--- src/rtl/analyzer_capture_sequencer_if.sv ---
// Register-bus port between the capture sequencer (master) and the
// analyzer register slave: write address/data/response, read address/data.
interface analyzer_capture_sequencer_if;
    logic [3:0]  M_WR_ADDR_ID;
    logic [31:0] M_WR_ADDR_ADDR;
    logic [7:0]  M_WR_ADDR_LEN;
    logic [1:0]  M_WR_ADDR_BURST;
    logic        M_WR_ADDR_VALID;
    logic        M_WR_ADDR_READY;

    logic [31:0] M_WR_DATA;
    logic [3:0]  M_WR_STRB;
    logic        M_WR_DATA_LAST;
    logic        M_WR_DATA_VALID;
    logic        M_WR_DATA_READY;

    logic [3:0]  M_WR_BACK_ID;
    logic [1:0]  M_WR_BACK_RESP;
    logic        M_WR_BACK_VALID;
    logic        M_WR_BACK_READY;

    logic [3:0]  M_RD_ADDR_ID;
    logic [31:0] M_RD_ADDR_ADDR;
    logic [7:0]  M_RD_ADDR_LEN;
    logic [1:0]  M_RD_ADDR_BURST;
    logic        M_RD_ADDR_VALID;
    logic        M_RD_ADDR_READY;

    logic [3:0]  M_RD_BACK_ID;
    logic [31:0] M_RD_DATA;
    logic [1:0]  M_RD_DATA_RESP;
    logic        M_RD_DATA_LAST;
    logic        M_RD_DATA_VALID;
    logic        M_RD_DATA_READY;

    modport master (
        output M_WR_ADDR_ID, M_WR_ADDR_ADDR, M_WR_ADDR_LEN,
        output M_WR_ADDR_BURST, M_WR_ADDR_VALID,
        input  M_WR_ADDR_READY,
        output M_WR_DATA, M_WR_STRB, M_WR_DATA_LAST, M_WR_DATA_VALID,
        input  M_WR_DATA_READY,
        input  M_WR_BACK_ID, M_WR_BACK_RESP, M_WR_BACK_VALID,
        output M_WR_BACK_READY,
        output M_RD_ADDR_ID, M_RD_ADDR_ADDR, M_RD_ADDR_LEN,
        output M_RD_ADDR_BURST, M_RD_ADDR_VALID,
        input  M_RD_ADDR_READY,
        input  M_RD_BACK_ID, M_RD_DATA, M_RD_DATA_RESP,
        input  M_RD_DATA_LAST, M_RD_DATA_VALID,
        output M_RD_DATA_READY
    );

    modport slave (
        input  M_WR_ADDR_ID, M_WR_ADDR_ADDR, M_WR_ADDR_LEN,
        input  M_WR_ADDR_BURST, M_WR_ADDR_VALID,
        output M_WR_ADDR_READY,
        input  M_WR_DATA, M_WR_STRB, M_WR_DATA_LAST, M_WR_DATA_VALID,
        output M_WR_DATA_READY,
        output M_WR_BACK_ID, M_WR_BACK_RESP, M_WR_BACK_VALID,
        input  M_WR_BACK_READY,
        input  M_RD_ADDR_ID, M_RD_ADDR_ADDR, M_RD_ADDR_LEN,
        input  M_RD_ADDR_BURST, M_RD_ADDR_VALID,
        output M_RD_ADDR_READY,
        output M_RD_BACK_ID, M_RD_DATA, M_RD_DATA_RESP,
        output M_RD_DATA_LAST, M_RD_DATA_VALID,
        input  M_RD_DATA_READY
    );
endinterface

--- src/rtl/analyzer_capture_sequencer.sv ---
// Runs one analyzer capture over the register port: config writes,
// arm, poll for trigger, poll for capture done; optional abort/disarm.
module analyzer_capture_sequencer #(
    parameter int         POLL_GAP = 16,
    parameter logic [3:0] ID       = 4'h0
) (
    input  logic        clk,
    input  logic        rstn,
    input  logic        start,
    input  logic        abort,
    input  logic [31:0] cfg_load_num,
    input  logic [31:0] cfg_pre_load_num,
    input  logic [1:0]  cfg_trig_mode,
    input  logic [47:0] cfg_op,
    input  logic        cfg_force,
    output logic        busy,
    output logic        done,
    output logic        error,
    output logic        aborted,
    output logic        trig_seen,
    analyzer_capture_sequencer_if.master m
);

    localparam int GW = (POLL_GAP > 0) ? $clog2(POLL_GAP + 1) : 1;
    localparam logic [GW-1:0] GAP_LAST =
        GW'((POLL_GAP > 0) ? POLL_GAP - 1 : 0);

    typedef enum logic [3:0] {
        S_IDLE,
        S_AW,
        S_W,
        S_B,
        S_AR,
        S_R,
        S_GAP,
        S_FIN,
        S_ERR
    } state_e;

    state_e        state_q, state_d;
    logic [2:0]    widx_q, widx_d;
    logic [2:0]    beat_q, beat_d;
    logic [GW-1:0] gap_q, gap_d;
    logic          phase_q, phase_d;
    logic          abort_q, abort_d;
    logic          disarm_q, disarm_d;
    logic          busy_q, busy_d;
    logic          done_q, done_d;
    logic          error_q, error_d;
    logic          aborted_q, aborted_d;
    logic          trig_q, trig_d;
    logic [31:0]   load_q, load_d;
    logic [31:0]   pre_q, pre_d;
    logic [1:0]    mode_q, mode_d;
    logic [47:0]   op_q, op_d;
    logic          force_q, force_d;

    logic [31:0]   w_addr;
    logic [31:0]   w_data;
    logic [2:0]    w_len;
    logic [3:0]    w_strb;
    logic          abort_req;
    logic          fin;

    // Field mux for the current write (config list or disarm)
    always_comb begin
        w_addr = '0;
        w_data = '0;
        w_len  = '0;
        w_strb = 4'hF;
        if (disarm_q) begin
            w_strb = 4'b0011;
        end else begin
            unique case (widx_q)
                3'd0: begin
                    w_addr = 32'h2;
                    w_data = load_q;
                end
                3'd1: begin
                    w_addr = 32'h3;
                    w_data = pre_q;
                end
                3'd2: begin
                    w_addr = 32'h1;
                    w_data = {30'd0, mode_q};
                end
                3'd3: begin
                    w_addr = 32'h10;
                    w_len  = 3'd7;
                    w_data = {26'd0, op_q[6*beat_q +: 6]};
                end
                default: begin
                    w_addr = 32'h0;
                    w_strb = 4'b0011;
                    w_data = force_q ? 32'h0000_0101 : 32'h0000_0001;
                end
            endcase
        end
    end

    assign abort_req = abort_q | (abort & busy_q);

    always_comb begin
        state_d   = state_q;
        widx_d    = widx_q;
        beat_d    = beat_q;
        gap_d     = gap_q;
        phase_d   = phase_q;
        abort_d   = abort_q;
        disarm_d  = disarm_q;
        busy_d    = busy_q;
        done_d    = 1'b0;
        error_d   = 1'b0;
        aborted_d = 1'b0;
        trig_d    = trig_q;
        load_d    = load_q;
        pre_d     = pre_q;
        mode_d    = mode_q;
        op_d      = op_q;
        force_d   = force_q;
        fin       = 1'b0;

        if (abort && busy_q) abort_d = 1'b1;

        unique case (state_q)
            S_IDLE: begin
                if (start) begin
                    load_d   = cfg_load_num;
                    pre_d    = cfg_pre_load_num;
                    mode_d   = cfg_trig_mode;
                    op_d     = cfg_op;
                    force_d  = cfg_force;
                    busy_d   = 1'b1;
                    trig_d   = 1'b0;
                    phase_d  = 1'b0;
                    widx_d   = '0;
                    beat_d   = '0;
                    abort_d  = 1'b0;
                    disarm_d = 1'b0;
                    state_d  = S_AW;
                end
            end
            S_AW: begin
                if (m.M_WR_ADDR_READY) begin
                    beat_d  = '0;
                    state_d = S_W;
                end
            end
            S_W: begin
                if (m.M_WR_DATA_READY) begin
                    if (beat_q == w_len) state_d = S_B;
                    else beat_d = beat_q + 3'd1;
                end
            end
            S_B: begin
                if (m.M_WR_BACK_VALID) begin
                    if (disarm_q) begin
                        aborted_d = 1'b1;
                        busy_d    = 1'b0;
                        abort_d   = 1'b0;
                        disarm_d  = 1'b0;
                        state_d   = S_IDLE;
                    end else if (m.M_WR_BACK_RESP != 2'b00) begin
                        state_d = S_ERR;
                    end else if (abort_req) begin
                        disarm_d = 1'b1;
                        state_d  = S_AW;
                    end else if (widx_q == 3'd4) begin
                        state_d = S_AR;
                    end else begin
                        widx_d  = widx_q + 3'd1;
                        state_d = S_AW;
                    end
                end
            end
            S_AR: begin
                if (m.M_RD_ADDR_READY) state_d = S_R;
            end
            S_R: begin
                if (m.M_RD_DATA_VALID && m.M_RD_DATA_LAST) begin
                    if (m.M_RD_DATA_RESP != 2'b00) begin
                        state_d = S_ERR;
                    end else begin
                        // A single status word may show trigger and done together
                        if (!phase_q) begin
                            if (!m.M_RD_DATA[0]) begin
                                trig_d  = 1'b1;
                                phase_d = 1'b1;
                                fin     = m.M_RD_DATA[24];
                            end
                        end else begin
                            fin = m.M_RD_DATA[24];
                        end
                        if (fin) begin
                            abort_d = 1'b0;
                            state_d = S_FIN;
                        end else if (abort_req) begin
                            disarm_d = 1'b1;
                            state_d  = S_AW;
                        end else if (POLL_GAP == 0) begin
                            state_d = S_AR;
                        end else begin
                            gap_d   = '0;
                            state_d = S_GAP;
                        end
                    end
                end
            end
            S_GAP: begin
                if (abort_req) begin
                    disarm_d = 1'b1;
                    state_d  = S_AW;
                end else if (gap_q == GAP_LAST) begin
                    state_d = S_AR;
                end else begin
                    gap_d = gap_q + 1'b1;
                end
            end
            S_FIN: begin
                done_d  = 1'b1;
                busy_d  = 1'b0;
                abort_d = 1'b0;
                state_d = S_IDLE;
            end
            S_ERR: begin
                error_d = 1'b1;
                busy_d  = 1'b0;
                abort_d = 1'b0;
                state_d = S_IDLE;
            end
            default: state_d = S_IDLE;
        endcase
    end

    always_ff @(posedge clk or negedge rstn) begin
        if (!rstn) begin
            state_q   <= S_IDLE;
            widx_q    <= '0;
            beat_q    <= '0;
            gap_q     <= '0;
            phase_q   <= 1'b0;
            abort_q   <= 1'b0;
            disarm_q  <= 1'b0;
            busy_q    <= 1'b0;
            done_q    <= 1'b0;
            error_q   <= 1'b0;
            aborted_q <= 1'b0;
            trig_q    <= 1'b0;
            load_q    <= '0;
            pre_q     <= '0;
            mode_q    <= '0;
            op_q      <= '0;
            force_q   <= 1'b0;
        end else begin
            state_q   <= state_d;
            widx_q    <= widx_d;
            beat_q    <= beat_d;
            gap_q     <= gap_d;
            phase_q   <= phase_d;
            abort_q   <= abort_d;
            disarm_q  <= disarm_d;
            busy_q    <= busy_d;
            done_q    <= done_d;
            error_q   <= error_d;
            aborted_q <= aborted_d;
            trig_q    <= trig_d;
            load_q    <= load_d;
            pre_q     <= pre_d;
            mode_q    <= mode_d;
            op_q      <= op_d;
            force_q   <= force_d;
        end
    end

    // Bus outputs decode from registered state only, so reset clears them at once
    assign m.M_WR_ADDR_ID    = ID;
    assign m.M_WR_ADDR_ADDR  = w_addr;
    assign m.M_WR_ADDR_LEN   = {5'd0, w_len};
    assign m.M_WR_ADDR_BURST = 2'b01;
    assign m.M_WR_ADDR_VALID = (state_q == S_AW);

    assign m.M_WR_DATA       = w_data;
    assign m.M_WR_STRB       = w_strb;
    assign m.M_WR_DATA_LAST  = (beat_q == w_len);
    assign m.M_WR_DATA_VALID = (state_q == S_W);
    assign m.M_WR_BACK_READY = (state_q == S_B);

    assign m.M_RD_ADDR_ID    = ID;
    assign m.M_RD_ADDR_ADDR  = 32'h0;
    assign m.M_RD_ADDR_LEN   = 8'd0;
    assign m.M_RD_ADDR_BURST = 2'b01;
    assign m.M_RD_ADDR_VALID = (state_q == S_AR);
    assign m.M_RD_DATA_READY = (state_q == S_R);

    assign busy      = busy_q;
    assign done      = done_q;
    assign error     = error_q;
    assign aborted   = aborted_q;
    assign trig_seen = trig_q;

    logic unused_bus;
    assign unused_bus = ^{m.M_WR_BACK_ID, m.M_RD_BACK_ID,
                          m.M_RD_DATA[31:25], m.M_RD_DATA[23:1]};

endmodule
--- src/flat_wrapper.sv ---
// flat-port wrapper written by rule: the top's interface ports become plain ports
module analyzer_capture_sequencer_flat 
#(
    parameter int         POLL_GAP = 16,
    parameter logic [3:0] ID       = 4'h0
)
  (clk, rstn, start, abort, cfg_load_num, cfg_pre_load_num, cfg_trig_mode, cfg_op, cfg_force, busy, done, error, aborted, trig_seen, m_M_WR_ADDR_ID, m_M_WR_ADDR_ADDR, m_M_WR_ADDR_LEN, m_M_WR_ADDR_BURST, m_M_WR_ADDR_VALID, m_M_WR_ADDR_READY, m_M_WR_DATA, m_M_WR_STRB, m_M_WR_DATA_LAST, m_M_WR_DATA_VALID, m_M_WR_DATA_READY, m_M_WR_BACK_ID, m_M_WR_BACK_RESP, m_M_WR_BACK_VALID, m_M_WR_BACK_READY, m_M_RD_ADDR_ID, m_M_RD_ADDR_ADDR, m_M_RD_ADDR_LEN, m_M_RD_ADDR_BURST, m_M_RD_ADDR_VALID, m_M_RD_ADDR_READY, m_M_RD_BACK_ID, m_M_RD_DATA, m_M_RD_DATA_RESP, m_M_RD_DATA_LAST, m_M_RD_DATA_VALID, m_M_RD_DATA_READY);
  analyzer_capture_sequencer_if m_i ();
  input  logic clk;
  input  logic rstn;
  input  logic start;
  input  logic abort;
  input  logic [31:0] cfg_load_num;
  input  logic [31:0] cfg_pre_load_num;
  input  logic [1:0] cfg_trig_mode;
  input  logic [47:0] cfg_op;
  input  logic cfg_force;
  output logic busy;
  output logic done;
  output logic error;
  output logic aborted;
  output logic trig_seen;
  output wire logic [$bits(m_i.M_WR_ADDR_ID)-1:0] m_M_WR_ADDR_ID;
  output wire logic [$bits(m_i.M_WR_ADDR_ADDR)-1:0] m_M_WR_ADDR_ADDR;
  output wire logic [$bits(m_i.M_WR_ADDR_LEN)-1:0] m_M_WR_ADDR_LEN;
  output wire logic [$bits(m_i.M_WR_ADDR_BURST)-1:0] m_M_WR_ADDR_BURST;
  output wire logic [$bits(m_i.M_WR_ADDR_VALID)-1:0] m_M_WR_ADDR_VALID;
  input wire logic [$bits(m_i.M_WR_ADDR_READY)-1:0] m_M_WR_ADDR_READY;
  output wire logic [$bits(m_i.M_WR_DATA)-1:0] m_M_WR_DATA;
  output wire logic [$bits(m_i.M_WR_STRB)-1:0] m_M_WR_STRB;
  output wire logic [$bits(m_i.M_WR_DATA_LAST)-1:0] m_M_WR_DATA_LAST;
  output wire logic [$bits(m_i.M_WR_DATA_VALID)-1:0] m_M_WR_DATA_VALID;
  input wire logic [$bits(m_i.M_WR_DATA_READY)-1:0] m_M_WR_DATA_READY;
  input wire logic [$bits(m_i.M_WR_BACK_ID)-1:0] m_M_WR_BACK_ID;
  input wire logic [$bits(m_i.M_WR_BACK_RESP)-1:0] m_M_WR_BACK_RESP;
  input wire logic [$bits(m_i.M_WR_BACK_VALID)-1:0] m_M_WR_BACK_VALID;
  output wire logic [$bits(m_i.M_WR_BACK_READY)-1:0] m_M_WR_BACK_READY;
  output wire logic [$bits(m_i.M_RD_ADDR_ID)-1:0] m_M_RD_ADDR_ID;
  output wire logic [$bits(m_i.M_RD_ADDR_ADDR)-1:0] m_M_RD_ADDR_ADDR;
  output wire logic [$bits(m_i.M_RD_ADDR_LEN)-1:0] m_M_RD_ADDR_LEN;
  output wire logic [$bits(m_i.M_RD_ADDR_BURST)-1:0] m_M_RD_ADDR_BURST;
  output wire logic [$bits(m_i.M_RD_ADDR_VALID)-1:0] m_M_RD_ADDR_VALID;
  input wire logic [$bits(m_i.M_RD_ADDR_READY)-1:0] m_M_RD_ADDR_READY;
  input wire logic [$bits(m_i.M_RD_BACK_ID)-1:0] m_M_RD_BACK_ID;
  input wire logic [$bits(m_i.M_RD_DATA)-1:0] m_M_RD_DATA;
  input wire logic [$bits(m_i.M_RD_DATA_RESP)-1:0] m_M_RD_DATA_RESP;
  input wire logic [$bits(m_i.M_RD_DATA_LAST)-1:0] m_M_RD_DATA_LAST;
  input wire logic [$bits(m_i.M_RD_DATA_VALID)-1:0] m_M_RD_DATA_VALID;
  output wire logic [$bits(m_i.M_RD_DATA_READY)-1:0] m_M_RD_DATA_READY;
  assign m_M_WR_ADDR_ID = m_i.M_WR_ADDR_ID;
  assign m_M_WR_ADDR_ADDR = m_i.M_WR_ADDR_ADDR;
  assign m_M_WR_ADDR_LEN = m_i.M_WR_ADDR_LEN;
  assign m_M_WR_ADDR_BURST = m_i.M_WR_ADDR_BURST;
  assign m_M_WR_ADDR_VALID = m_i.M_WR_ADDR_VALID;
  assign m_i.M_WR_ADDR_READY = m_M_WR_ADDR_READY;
  assign m_M_WR_DATA = m_i.M_WR_DATA;
  assign m_M_WR_STRB = m_i.M_WR_STRB;
  assign m_M_WR_DATA_LAST = m_i.M_WR_DATA_LAST;
  assign m_M_WR_DATA_VALID = m_i.M_WR_DATA_VALID;
  assign m_i.M_WR_DATA_READY = m_M_WR_DATA_READY;
  assign m_i.M_WR_BACK_ID = m_M_WR_BACK_ID;
  assign m_i.M_WR_BACK_RESP = m_M_WR_BACK_RESP;
  assign m_i.M_WR_BACK_VALID = m_M_WR_BACK_VALID;
  assign m_M_WR_BACK_READY = m_i.M_WR_BACK_READY;
  assign m_M_RD_ADDR_ID = m_i.M_RD_ADDR_ID;
  assign m_M_RD_ADDR_ADDR = m_i.M_RD_ADDR_ADDR;
  assign m_M_RD_ADDR_LEN = m_i.M_RD_ADDR_LEN;
  assign m_M_RD_ADDR_BURST = m_i.M_RD_ADDR_BURST;
  assign m_M_RD_ADDR_VALID = m_i.M_RD_ADDR_VALID;
  assign m_i.M_RD_ADDR_READY = m_M_RD_ADDR_READY;
  assign m_i.M_RD_BACK_ID = m_M_RD_BACK_ID;
  assign m_i.M_RD_DATA = m_M_RD_DATA;
  assign m_i.M_RD_DATA_RESP = m_M_RD_DATA_RESP;
  assign m_i.M_RD_DATA_LAST = m_M_RD_DATA_LAST;
  assign m_i.M_RD_DATA_VALID = m_M_RD_DATA_VALID;
  assign m_M_RD_DATA_READY = m_i.M_RD_DATA_READY;
  analyzer_capture_sequencer #(.POLL_GAP(POLL_GAP), .ID(ID)) u_core (.clk(clk), .rstn(rstn), .start(start), .abort(abort), .cfg_load_num(cfg_load_num), .cfg_pre_load_num(cfg_pre_load_num), .cfg_trig_mode(cfg_trig_mode), .cfg_op(cfg_op), .cfg_force(cfg_force), .busy(busy), .done(done), .error(error), .aborted(aborted), .trig_seen(trig_seen), .m(m_i));
endmodule
--- config.mk ---
export PLATFORM = sky130hd
export DESIGN_NAME = analyzer_capture_sequencer_flat
export DESIGN_NICKNAME = d
export VERILOG_FILES = /design/src/rtl/analyzer_capture_sequencer_if.sv /design/src/rtl/analyzer_capture_sequencer.sv /design/src/flat_wrapper.sv
export SDC_FILE = /design/constraint.sdc
export NUM_CORES = 1
export LEC_CHECK = 0
export ABC_AREA = 1
export CAP_MARGIN = 40
export CORE_ASPECT_RATIO = 0.7
export CORE_MARGIN = 5
export CORE_UTILIZATION = 49
export CTS_CLUSTER_DIAMETER = 80
export DETAILED_ROUTE_END_ITERATION = 8
export DONT_BUFFER_PORTS = 1
export HOLD_SLACK_MARGIN = 0.1
export PLACE_DENSITY = 0.72
export SETUP_SLACK_MARGIN = 0.4
export SLEW_MARGIN = 30
export SYNTH_ARGS = -nofsm -noshare
export SYNTH_HDL_FRONTEND = slang
export SYNTH_SLANG_ARGS = --single-unit
--- constraint.sdc ---
create_clock -name clk -period 1.7 [get_ports clk]
set_input_delay 0.34 -clock clk [delete_from_list [all_inputs] [get_ports clk]]
set_output_delay 0.34 -clock clk [all_outputs]
set_load 0.02 [all_outputs]
==> flow_metrics.env, run 1 <==
export IMPL_yosysWarningCount=0
export IMPL_fp_dieW_um=158
export IMPL_worstEndpointGrtRepair="m_M_WR_DATA[1]"
export IMPL_ys_async_sr_fraction=1.00
export IMPL_cts_root_buf="clkbuf_16"
export IMPL_grt_overflow=21
export IMPL_ys_seq_area_frac=0.457
export IMPL_synthDistinctLibCells=30
export IMPL_synth_top_area_cell="dfrtp_1"
export IMPL_synth_area_um2=7560
export IMPL_die_h_um=114
export IMPL_clockBufferDepth=2
export IMPL_synth_top_cell_area_share=0.457
export IMPL_placed_cell_area_um2=8470
export IMPL_clkSinkCount=138
export IMPL_gp_congestion=0.870
export IMPL_synth_edf_count=0
export IMPL_dp_hpwl_um=14400
export IMPL_muxShareOfSynthArea=0
export IMPL_start_util=0.494
export IMPL_synth_compound_area_frac=0.0770
export IMPL_io_pins=308
export IMPL_track_usage=0.782
export IMPL_yosys_area_share_xor_xnor=0
export IMPL_synth_top_family_by_area="simple AND/OR/NAND/NOR gates"
export IMPL_synth_fa_ha_area_frac=0.0132
export IMPL_synth_simple_gate_area_frac=0.302
export IMPL_grt_max_degree=139
export IMPL_antenna_found_initial=3
export IMPL_ys_ff_latch=138
export IMPL_synthTopCellsByArea="dfrtp_1 (46%), nand2_1 (23%), buf_4 (9.4%)"
export IMPL_numCtsBuffers=17
export IMPL_error_message="[ERROR GRT-0232] Routing congestion too high. Check the congestion heatmap in the GUI."
export IMPL_status="did not finish"
export IMPL_yosys_most_used_dff="dfrtp_1"
export IMPL_htreeDepth=4
export IMPL_endpoint_type="primary output"
export IMPL_failing_step="5_1_grt"
export IMPL_std_cell_rows=38
export IMPL_port_buffers=0
export IMPL_avgSynthCellArea_um2=7.42
export IMPL_synth_cells=1018
==> cells by family after synthesis <==
group                      after synthesis
buffers and inverters                  197
other                                    2
AOI/OAI and AO/OA                      104
DFF                                    138
adders and majority gates                8
and+or+nand+nor                        569
==> layer usage <==
layer | overflow | track usage
met1 | 0 | 0.776
met2 | 8 | 0.896
met3 | 1 | 0.737
met4 | 12 | 0.698
met5 | 0 | 0.462
==> what timing repair did <==
| item | in CTS |
|---|---|
| endpoints found under the setup margin | 181 |
| resized for setup | 364 |
| pin swaps | 113 |
| hold buffers | 115 |
| gates cloned | 38 |
| endpoints found under the hold margin | 253 |
| buffers inserted | 70 |
==> cell usage after synthesis, drive strengths merged (4+ instances only) <==
master  instances
nand2         460
dfrtp         138
buf           124
inv            61
nor2           52
nand3          46
o21ai          43
a21oi          37
o211ai         16
clkbuf         12
ha              8
a22o            4
==> per-stage QoR <==
| step | setup TNS, ns | cells | setup WS, ns | hold slack (ns) |
|---|---|---|---|---|
| floorplan | -1.09 | 1104 | -0.0489 | 0.0444 |
| detailed placement | -5.26 | 1220 | -0.186 | 0.0480 |
| global placement | -3.92 | 1220 | -0.148 | 0.0495 |
| CTS | -17.92 | 1474 | -0.498 | -0.399 |
==> inputs of run 2 (changes only) <==
CORE_ASPECT_RATIO = unset   (was 0.7)
CORE_UTILIZATION = 34   (was 49)
CTS_CLUSTER_DIAMETER = unset   (was 80)
HOLD_SLACK_MARGIN = unset   (was 0.1)
PLACE_DENSITY = unset   (was 0.72)
PLACE_DENSITY_LB_ADDON = 0.15   (was unset)
SETUP_SLACK_MARGIN = unset   (was 0.4)
clock period = 2.21 ns   (was 1.7 ns; I/O delays follow)
==> flow_metrics.env, run 2 <==
export IMPL_die_h_um=159
export IMPL_synth_edf_count=0
export IMPL_drtIter0Drc=324
export IMPL_regArea_um2=3460
export IMPL_fillers=2276
export IMPL_stdcell_area_um2=9160
export IMPL_violations="negative hold slack, negative setup slack"
export IMPL_die_area_um2=25300
export IMPL_crit_family="flip-flops"
export IMPL_layout_commonest_cell="nand2_1"
export IMPL_ys_ff_latch=138
export IMPL_critical_path_arrival_ns=1.95
export IMPL_routed_wl_um=21900
export IMPL_worstMarginPinSlew_ns=0.560
export IMPL_layout_drive_gt1_share=0.197
export IMPL_synthDistinctLibCells=30
export IMPL_yosys_most_used_dff="dfrtp_1"
export IMPL_fin_tns_setup_ns=-3.50
export IMPL_setup_ws_ns=-0.186
export IMPL_synthTopCellsByCount="nand2_1 (455), dfrtp_1 (138), buf_4 (95), inv_1 (58), nand3_1 (45)"
export IMPL_met2_usage=0.268
export IMPL_hold_path_class="input port to asynchronous set/reset pin"
export IMPL_grt_met3_usage=0.0471
export IMPL_cp_depth=7
export IMPL_multi_input_area_um2=3680
export IMPL_postRouteAntennaNets=0
export IMPL_fmax_mhz=417
export IMPL_synth_area_um2=7560
export IMPL_cp_num_buf_inv=2
export IMPL_total_power_uw=14500
export IMPL_fin_skew_ns=0.00977
export IMPL_synth_top_cell_area_share=0.457
export IMPL_worstPathMaxFanout=3
export IMPL_insertion_delay_ns=0.41
export IMPL_avgSynthCellArea_um2=7.42
export IMPL_clkTransAtPathRegs_ns=0.06
export IMPL_vias_per_cell=4.53
export IMPL_grt_overflow=0
export IMPL_port_buffers=0
export IMPL_grt_pass1_wl_um=34100
export IMPL_antenna_found_initial=0
export IMPL_status="finished, violations left"
export IMPL_fin_util=0.418
export IMPL_vdd_drop_max_v=0.000776
export IMPL_numCtsBuffers=17
export IMPL_fin_hold_ws_ns=-0.276
export IMPL_fp_dieW_um=159
export IMPL_finalCritPeriodShare=1.08
export IMPL_largest_reg_flops=48
export IMPL_clkSinkCount=138
export IMPL_rsz0062_at_grt="true"
export IMPL_synth_cells=1018
export IMPL_setup_violations=33
export IMPL_ys_async_sr_fraction=1.00
export IMPL_grt_max_degree=139
export IMPL_cpMaxStageDelayCell="dfrtp_1"
export IMPL_io_pins=308
export IMPL_power_leakage_uw=0.00460
export IMPL_worst_path_largest_cell_delay_ns=0.44
export IMPL_top_usage_layer="met2"
export IMPL_power_density_nw_per_um2=1590
export IMPL_routedWlPerCell_um=16.2
export IMPL_cts_tree="done"
export IMPL_crit_chain="buf_6 -> ha_4 -> o21ai_2 -> and3_4 -> nand2_2 -> a31oi_2 -> buf_4"
export IMPL_std_cell_rows=54
export IMPL_reg_top3="u_core.op_q: 48 flops, u_core.load_q: 32 flops, u_core.pre_q: 32 flops"
export IMPL_top_register="u_core.op_q"
export IMPL_syn2layout_area_growth_pct=21.2
export IMPL_track_usage=0.166
export IMPL_clockBufferDepth=2
export IMPL_final_cell_mix="nand2_1 (420), dfrtp_1 (136), conb_1 (88)"
export IMPL_reg2regPathDepth=6
export IMPL_hold_viol=138
export IMPL_cap_violations=0
export IMPL_gr_usage_met1=0.222
export IMPL_core_um2=21900
export IMPL_crit_type="flip-flop to primary output"
export IMPL_vias=6117
export IMPL_synth_most_common_cell="nand2_1"
export IMPL_dp_hpwl_um=14500
export IMPL_ys_seq_area_frac=0.457
export IMPL_relSlewSlack=0.626
export IMPL_yosysWarningCount=0
export IMPL_placed_cell_area_um2=7830
export IMPL_antenna_cells=0
export IMPL_synthTopCellsByArea="dfrtp_1 (46%), nand2_1 (23%), buf_4 (9.4%)"
export IMPL_start_util=0.345
export IMPL_drc_errors=0
export IMPL_grt_pass1_vias=6208
export IMPL_start_kind="flip-flop"
export IMPL_cts_root_buf="clkbuf_16"
export IMPL_first_pass_iters=4
export IMPL_maxSlewViolCount=0
export IMPL_critPathCaptureType="primary output"
export IMPL_synth_top_area_cell="dfrtp_1"
export IMPL_crit_required_ns=1.77
export IMPL_min_period_ns=2.40
export IMPL_nNetsFinal=1234
export IMPL_htreeDepth=4
export IMPL_gp_congestion=0.866
## run 2: cell counts after synthesis
No cell type changed its count.
## run 2: stage by stage
stage / worst slack, ns / cells
floorplan: 0.122 / 1104
global placement: 0.133 / 1302
detailed placement: 0.113 / 1302
CTS: -0.152 / 1347
global route: -0.267 / 1350
finish: -0.186 / 1350
## run 2: logic make-up after synthesis
logic type / Yosys count / synth area share
and+or+nand+nor: 569 / 0.302
buffers and inverters: 197 / 0.150
DFF: 138 / 0.457
AOI/OAI and AO/OA: 104 / 0.0770
adders and majority gates: 8 / 0.0132
other: 2 / 0.000994
## run 2: path summary, 6_finish.rpt
kind,start,to,slack [ns]
worst min register to register,u_core.op_q[6],u_core.op_q[6],0.47
worst max register to register,u_core.busy,u_core.widx_q[2],0.45
max in group asynchronous,rstn,u_core.load_q[9],2.25
worst max-delay path,u_core.widx_q[1],m_M_WR_DATA[8],-0.19
worst min-delay path,rstn,u_core.op_q[20],-0.28
min in group clk,cfg_load_num[11],u_core.load_q[11],0.14
## run 2: per-layer routing
layer,vias up,part of all wire
met5,-,0
met2,178,0.48
met1,2855,0.44
li1,3071,-
met3,13,0.065
met4,0,0.011
## run 2: repair_timing
action / CTS / global route
hold endpoints to repair: 138 / 138
buffers inserted: 10 / 1
pin swaps: 13 / 21
gates resized for setup: 80 / 66
gates cloned: 3 / 3
setup endpoints to repair: 38 / 35
## run 2: worst reg2reg max path: stages (launching register included)
cell and delay (ns):
dfrtp_1 0.47, a21oi_1 0.49, nand2_1 0.14, o21ai_0 0.24
nand2_1 0.15, nand2_1 0.08, o21ai_0 0.08
## run 2: report_power, final
| part | leakage, µW | switching [µW] | internal, µW | total [µW] |
|---|---|---|---|---|
| registers | 0.00171 | 670 | 3610 | 4280 |
| clock network | 0.000281 | 1200 | 1680 | 2880 |
| logic | 0.00261 | 4290 | 3070 | 7360 |
| total | 0.00460 | 6160 | 8360 | 14500 |
## run 2: cell type report
class                           count  share of cell area
Clock buffer                       17              0.0464
Sequential cell                   138               0.377
Tap cell                          280              0.0383
Clock inverter                     15              0.0178
Multi-Input combinational cell    769               0.402
Timing Repair Buffer               70              0.0918
Inverter                           61              0.0269
Note: power is estimated with default switching activity, not from simulation.
==> inputs of run 3 (changes only) <==
CELL_PAD_IN_SITES_DETAIL_PLACEMENT = 0   (was unset)
CELL_PAD_IN_SITES_GLOBAL_PLACEMENT = 2   (was unset)
==> flow_metrics.env, run 3 (synthesized netlist as in run 2, its figures left out) <==
export IMPL_hold_viol=138
export IMPL_worstPathMaxFanout=7
export IMPL_fillers=2291
export IMPL_die_h_um=159
export IMPL_cap_violations=0
export IMPL_antenna_found_initial=1
export IMPL_grt_pass1_vias=6328
export IMPL_fin_hold_ws_ns=-0.283
export IMPL_status="finished, violations left"
export IMPL_clkSinkCount=138
export IMPL_dp_hpwl_um=15000
export IMPL_routedWlPerCell_um=16.4
export IMPL_htreeDepth=4
export IMPL_clockBufferDepth=2
export IMPL_hold_path_class="input port to asynchronous set/reset pin"
export IMPL_drtIter0Drc=298
export IMPL_crit_required_ns=1.77
export IMPL_first_pass_iters=5
export IMPL_total_power_uw=14400
export IMPL_fmax_mhz=428
export IMPL_power_density_nw_per_um2=1590
export IMPL_fin_skew_ns=0.00788
export IMPL_grt_pass1_wl_um=35200
export IMPL_start_util=0.345
export IMPL_insertion_delay_ns=0.42
export IMPL_track_usage=0.174
export IMPL_cts_tree="done"
export IMPL_postRouteAntennaNets=0
export IMPL_vdd_drop_max_v=0.000664
export IMPL_layout_commonest_cell="nand2_1"
export IMPL_vias=6103
export IMPL_critPathCaptureType="primary output"
export IMPL_clkTransAtPathRegs_ns=0.06
export IMPL_crit_type="flip-flop to primary output"
export IMPL_vias_per_cell=4.53
export IMPL_routed_wl_um=22000
export IMPL_drc_errors=0
export IMPL_core_um2=21900
export IMPL_std_cell_rows=54
export IMPL_port_buffers=0
export IMPL_top_register="u_core.op_q"
export IMPL_grt_overflow=0
export IMPL_placed_cell_area_um2=7840
export IMPL_rsz0062_at_grt="true"
export IMPL_critical_path_arrival_ns=1.90
export IMPL_die_area_um2=25300
export IMPL_numCtsBuffers=17
export IMPL_power_leakage_uw=0.00456
export IMPL_setup_violations=30
export IMPL_reg_top3="u_core.op_q: 48 flops, u_core.load_q: 32 flops, u_core.pre_q: 32 flops"
export IMPL_finalCritPeriodShare=1.06
export IMPL_fin_util=0.414
export IMPL_stdcell_area_um2=9060
export IMPL_final_cell_mix="nand2_1 (423), dfrtp_1 (134), conb_1 (88)"
export IMPL_io_pins=308
export IMPL_largest_reg_flops=48
export IMPL_gp_congestion=0.764
export IMPL_grt_max_degree=139
export IMPL_cts_root_buf="clkbuf_16"
export IMPL_setup_ws_ns=-0.127
export IMPL_maxSlewViolCount=0
export IMPL_min_period_ns=2.34
export IMPL_nNetsFinal=1229
export IMPL_violations="negative hold slack, negative setup slack"
export IMPL_syn2layout_area_growth_pct=19.8
export IMPL_start_kind="flip-flop"
export IMPL_layout_drive_gt1_share=0.187
export IMPL_fp_dieW_um=159
run 3: cell types whose count changed in the layout (fill, tap and decap cells not counted), sizes merged:
cell      previous run  this run
buf                 67        65
clkinvlp             3         0
bufinv               2         3
diode                0         1
inv                 67        66
clkinv               4         6
clkbuf              20        18
run 3: layout make-up:
cell class,instances,area [µm²],area share
Antenna cell,1,2.50,0.000276
Clock buffer,18,439,0.0485
Clock inverter,14,185,0.0204
Inverter,61,249,0.0275
Multi-Input combinational cell,769,3650,0.403
Sequential cell,138,3460,0.382
Tap cell,280,350,0.0387
Timing Repair Buffer,65,724,0.0800
run 3: routing by layer:
layer	GRT usage	up-vias	share of wire
li1	-	3055	-
met1	0.236	2866	0.44
met2	0.268	169	0.48
met3	0.0570	13	0.066
met4	0.0461	0	0.011
met5	0	-	0
run 3: power by group:
group          leakage, µW  total [µW]  internal, µW  switching (µW)
sequential         0.00171        4260          3610             654
clock             0.000308        3060          1840            1220
combinational      0.00255        7030          2830            4210
run 3: timing repair:
item / 4_1_cts / 5_1_grt
buffers inserted: 6 / 5
setup endpoints to repair: 35 / 36
resized for setup: 59 / 80
hold endpoints to repair: 138 / 138
cloned: 4 / 0
pin swaps: 16 / 30
run 3: worst paths after layout:
path	startpoint	end	slack, ns	cells after the start
setup / recovery	u_core.widx_q[1]	m_M_WR_DATA[5]	-0.13	9
hold / removal	rstn	u_core.state_q[2]	-0.28	0
setup reg to reg	u_core.widx_q[1]	u_core.beat_q[1]	0.24	11
hold reg to reg	u_core.pre_q[25]	u_core.pre_q[25]	0.48	2
max in group asynchronous	rstn	u_core.pre_q[5]	2.29	0
min in group clk	cfg_pre_load_num[9]	u_core.pre_q[9]	0.13	2
run 3: stage by stage:
stage                     worst slack [ns]  TNS, ns  instances
after global routing                -0.221    -4.87       1346
after detailed placement             0.129        0       1303
after CTS                           -0.148    -3.68       1344
after global placement               0.158        0       1303
after floorplan                      0.122        0       1104
final                               -0.127    -1.47       1346
run 3: critical path: stages (launching register included):
cell     delay, ns
dfrtp_2       0.47
inv_4         0.10
ha_4          0.14
nand2_4       0.06
inv_6         0.10
buf_12        0.13
a22o_1        0.15
inv_1         0.05
a21oi_2       0.13
buf_6         0.14
==> inputs of run 4 (changes only) <==
ABC_AREA = unset   (was 1)
CORE_MARGIN = unset   (was 5)
==> flow_metrics.env, run 4 <==
export IMPL_internal_power_uw=9250
export IMPL_synth_area_um2=7310
export IMPL_synthDistinctLibCells=53
export IMPL_synth_most_common_cell="dfrtp_1"
export IMPL_crit_required_ns=1.77
export IMPL_std_cell_rows=53
export IMPL_largest_reg_flops=48
export IMPL_cts_tree="done"
export IMPL_synthTopCellsByCount="dfrtp_1 (138), mux2_2 (123), buf_4 (92), nor2_1 (50), a22oi_1 (25)"
export IMPL_first_pass_iters=6
export IMPL_crit_chain="buf_12 -> mux4_2 -> mux2_4 -> a222oi_1 -> nor2_2"
export IMPL_fin_util=0.419
export IMPL_numCtsBuffers=17
export IMPL_routed_wl_um=17800
export IMPL_ys_async_sr_fraction=1.00
export IMPL_synth_edf_count=0
export IMPL_rsz0062_at_grt="true"
export IMPL_hold_viol=138
export IMPL_power_density_nw_per_um2=1750
export IMPL_fmax_mhz=372
export IMPL_synth_top_cell_area_share=0.472
export IMPL_relSlewSlack=0.646
export IMPL_grt_pass1_wl_um=27300
export IMPL_ys_ff_latch=138
export IMPL_layout_commonest_cell="dfrtp_1"
export IMPL_finalCritPeriodShare=1.22
export IMPL_fp_dieW_um=149
export IMPL_cpMaxStageDelayCell="mux4_2"
export IMPL_die_area_um2=22100
export IMPL_track_usage=0.164
export IMPL_total_power_uw=15400
export IMPL_critical_path_arrival_ns=2.25
export IMPL_grt_max_degree=139
export IMPL_synth_fa_ha_area_frac=0.0137
export IMPL_setup_ws_ns=-0.481
export IMPL_setup_violations=40
export IMPL_min_period_ns=2.69
export IMPL_start_util=0.347
export IMPL_p_sw_frac=0.400
export IMPL_antenna_found_initial=6
export IMPL_status="finished, violations left"
export IMPL_cts_root_buf="clkbuf_16"
export IMPL_synth_top_area_cell="dfrtp_1"
export IMPL_routedWlPerCell_um=18.5
export IMPL_yosys_most_used_dff="dfrtp_1"
export IMPL_core_um2=21100
export IMPL_synth_cells=624
export IMPL_maxSlewViolCount=0
export IMPL_muxShareOfSynthArea=0.229
export IMPL_reg2regPathDepth=9
export IMPL_drc_errors=0
export IMPL_violations="negative hold slack, negative setup slack"
export IMPL_reg_top3="u_core.op_q: 48 flops, u_core.load_q: 32 flops, u_core.pre_q: 32 flops"
export IMPL_final_cell_mix="dfrtp_1 (135), mux2_2 (118), conb_1 (88)"
export IMPL_vdd_drop_max_v=0.000629
export IMPL_synth_top_family_by_area="multiplexers"
export IMPL_ys_seq_area_frac=0.472
export IMPL_clkSinkCount=138
export IMPL_drtIter0Drc=187
export IMPL_layout_drive_gt1_share=0.443
export IMPL_yosysWarningCount=0
export IMPL_die_h_um=149
export IMPL_fin_hold_ws_ns=-0.282
export IMPL_worst_path_largest_cell_delay_ns=0.51
export IMPL_vias_per_cell=4.92
export IMPL_synth_compound_area_frac=0.0828
export IMPL_stdcell_area_um2=8830
export IMPL_htreeDepth=4
export IMPL_critPathCaptureType="primary output"
export IMPL_fin_tns_setup_ns=-15.22
export IMPL_worstPathMaxFanout=6
export IMPL_crit_type="flip-flop to primary output"
export IMPL_p_switching_uw=6170
export IMPL_nNetsFinal=845
export IMPL_port_buffers=0
export IMPL_r2r_start="u_core.widx_q[1]"
export IMPL_avgSynthCellArea_um2=11.7
export IMPL_dp_hpwl_um=12200
export IMPL_r2r_end="u_core.state_q[0]"
export IMPL_gp_congestion=0.781
export IMPL_top_register="u_core.op_q"
export IMPL_synth_simple_gate_area_frac=0.0782
export IMPL_pwr_share_seq=0.290
export IMPL_postRouteAntennaNets=0
export IMPL_power_leakage_uw=0.00382
export IMPL_hold_path_class="input port to asynchronous set/reset pin"
export IMPL_start_kind="flip-flop"
export IMPL_io_pins=308
export IMPL_placed_cell_area_um2=7620
export IMPL_grt_pass1_vias=4846
export IMPL_synthTopCellsByArea="dfrtp_1 (47%), mux2_2 (19%), buf_4 (9.4%)"
export IMPL_vias=4714
export IMPL_grt_overflow=0
export IMPL_yosys_area_share_xor_xnor=0
export IMPL_clkTransAtPathRegs_ns=0.06
export IMPL_cap_violations=0
export IMPL_fin_skew_ns=0.00855
export IMPL_worstMarginPinSlew_ns=0.532
export IMPL_insertion_delay_ns=0.41
export IMPL_syn2layout_area_growth_pct=20.7
export IMPL_clkPwrFrac=0.171
export IMPL_r2r_slack_ns=0
export IMPL_pwr_share_comb=0.540
export IMPL_clockBufferDepth=2
[run 4: worst max path at each step]
stage	endpoint	start	slack, ns
2_1_floorplan	m_M_WR_STRB[3]	u_core.widx_q[0]	-0.05
3_3_place_gp	m_M_WR_DATA[2]	u_core.beat_q[0]	-0.07
3_5_place_dp	m_M_WR_DATA[0]	u_core.beat_q[0]	-0.09
4_1_cts	m_M_WR_DATA[2]	u_core.beat_q[0]	-0.52
5_1_grt	m_M_WR_DATA[5]	u_core.beat_q[0]	-0.57
6_report	m_M_WR_DATA[4]	u_core.beat_q[0]	-0.48
[run 4: power by group through the flow]
stage,registers (µW),clock network (µW),logic (µW)
floorplan,4220,0,4900
global placement,4390,0,6280
detailed placement,4470,0,6370
CTS,4440,2710,7700
global route,4610,2820,8910
finish,4470,2630,8320
[run 4: area by class of cell]
| type | instances | area [µm²] |
|---|---|---|
| Timing Repair Buffer | 66 | 733 |
| Sequential cell | 138 | 3460 |
| Antenna cell | 3 | 7.51 |
| Clock buffer | 20 | 457 |
| Clock inverter | 12 | 91.3 |
| Tap cell | 275 | 344 |
| Multi-Input combinational cell | 430 | 3670 |
| Inverter | 15 | 71.3 |
| Fill cell | 1986 | 12300 |
[run 4: metrics by stage]
stage,worst slack [ns],instances
final,-0.481,959
after global routing,-0.575,957
after CTS,-0.524,951
after detailed placement,-0.0931,909
after global placement,-0.0671,909
after floorplan,-0.0490,710
[run 4: timing repair]
| action | 4_1_cts | 5_1_grt |
|---|---|---|
| setup endpoints to repair | 43 | 43 |
| buffers inserted | 7 | 4 |
| resized for setup | 68 | 53 |
| hold endpoints to repair | 138 | 138 |
| pin swaps | 20 | 19 |
| cloned | 3 | 1 |
[run 4: worst max-delay path: cells and delay by family, from the launching register on]
family	cells	cell delay, ns
AOI/OAI and AO/OA	1	0.32
and+or+nand+nor	1	0.15
DFF	1	0.43
buffers and inverters	1	0.15
muxes	2	0.79
[run 4: kinds of logic after synthesis]
| family | Yosys count |
|---|---|
| mux | 137 |
| other cells | 2 |
| flops | 138 |
| compound gates | 83 |
| fa+ha+maj | 8 |
| buf+inv | 142 |
| simple gates | 114 |
[run 4: per-layer routing]
layer  up-vias  global-route usage  routed length, µm  share of wire
met5         -                   0                 23         0.0013
met4         4              0.0634                294          0.017
met3        24              0.0586               1230          0.069
met2       174               0.272               8910           0.50
met1      2369               0.194               7330           0.41
li1       2143                   -                  -              -
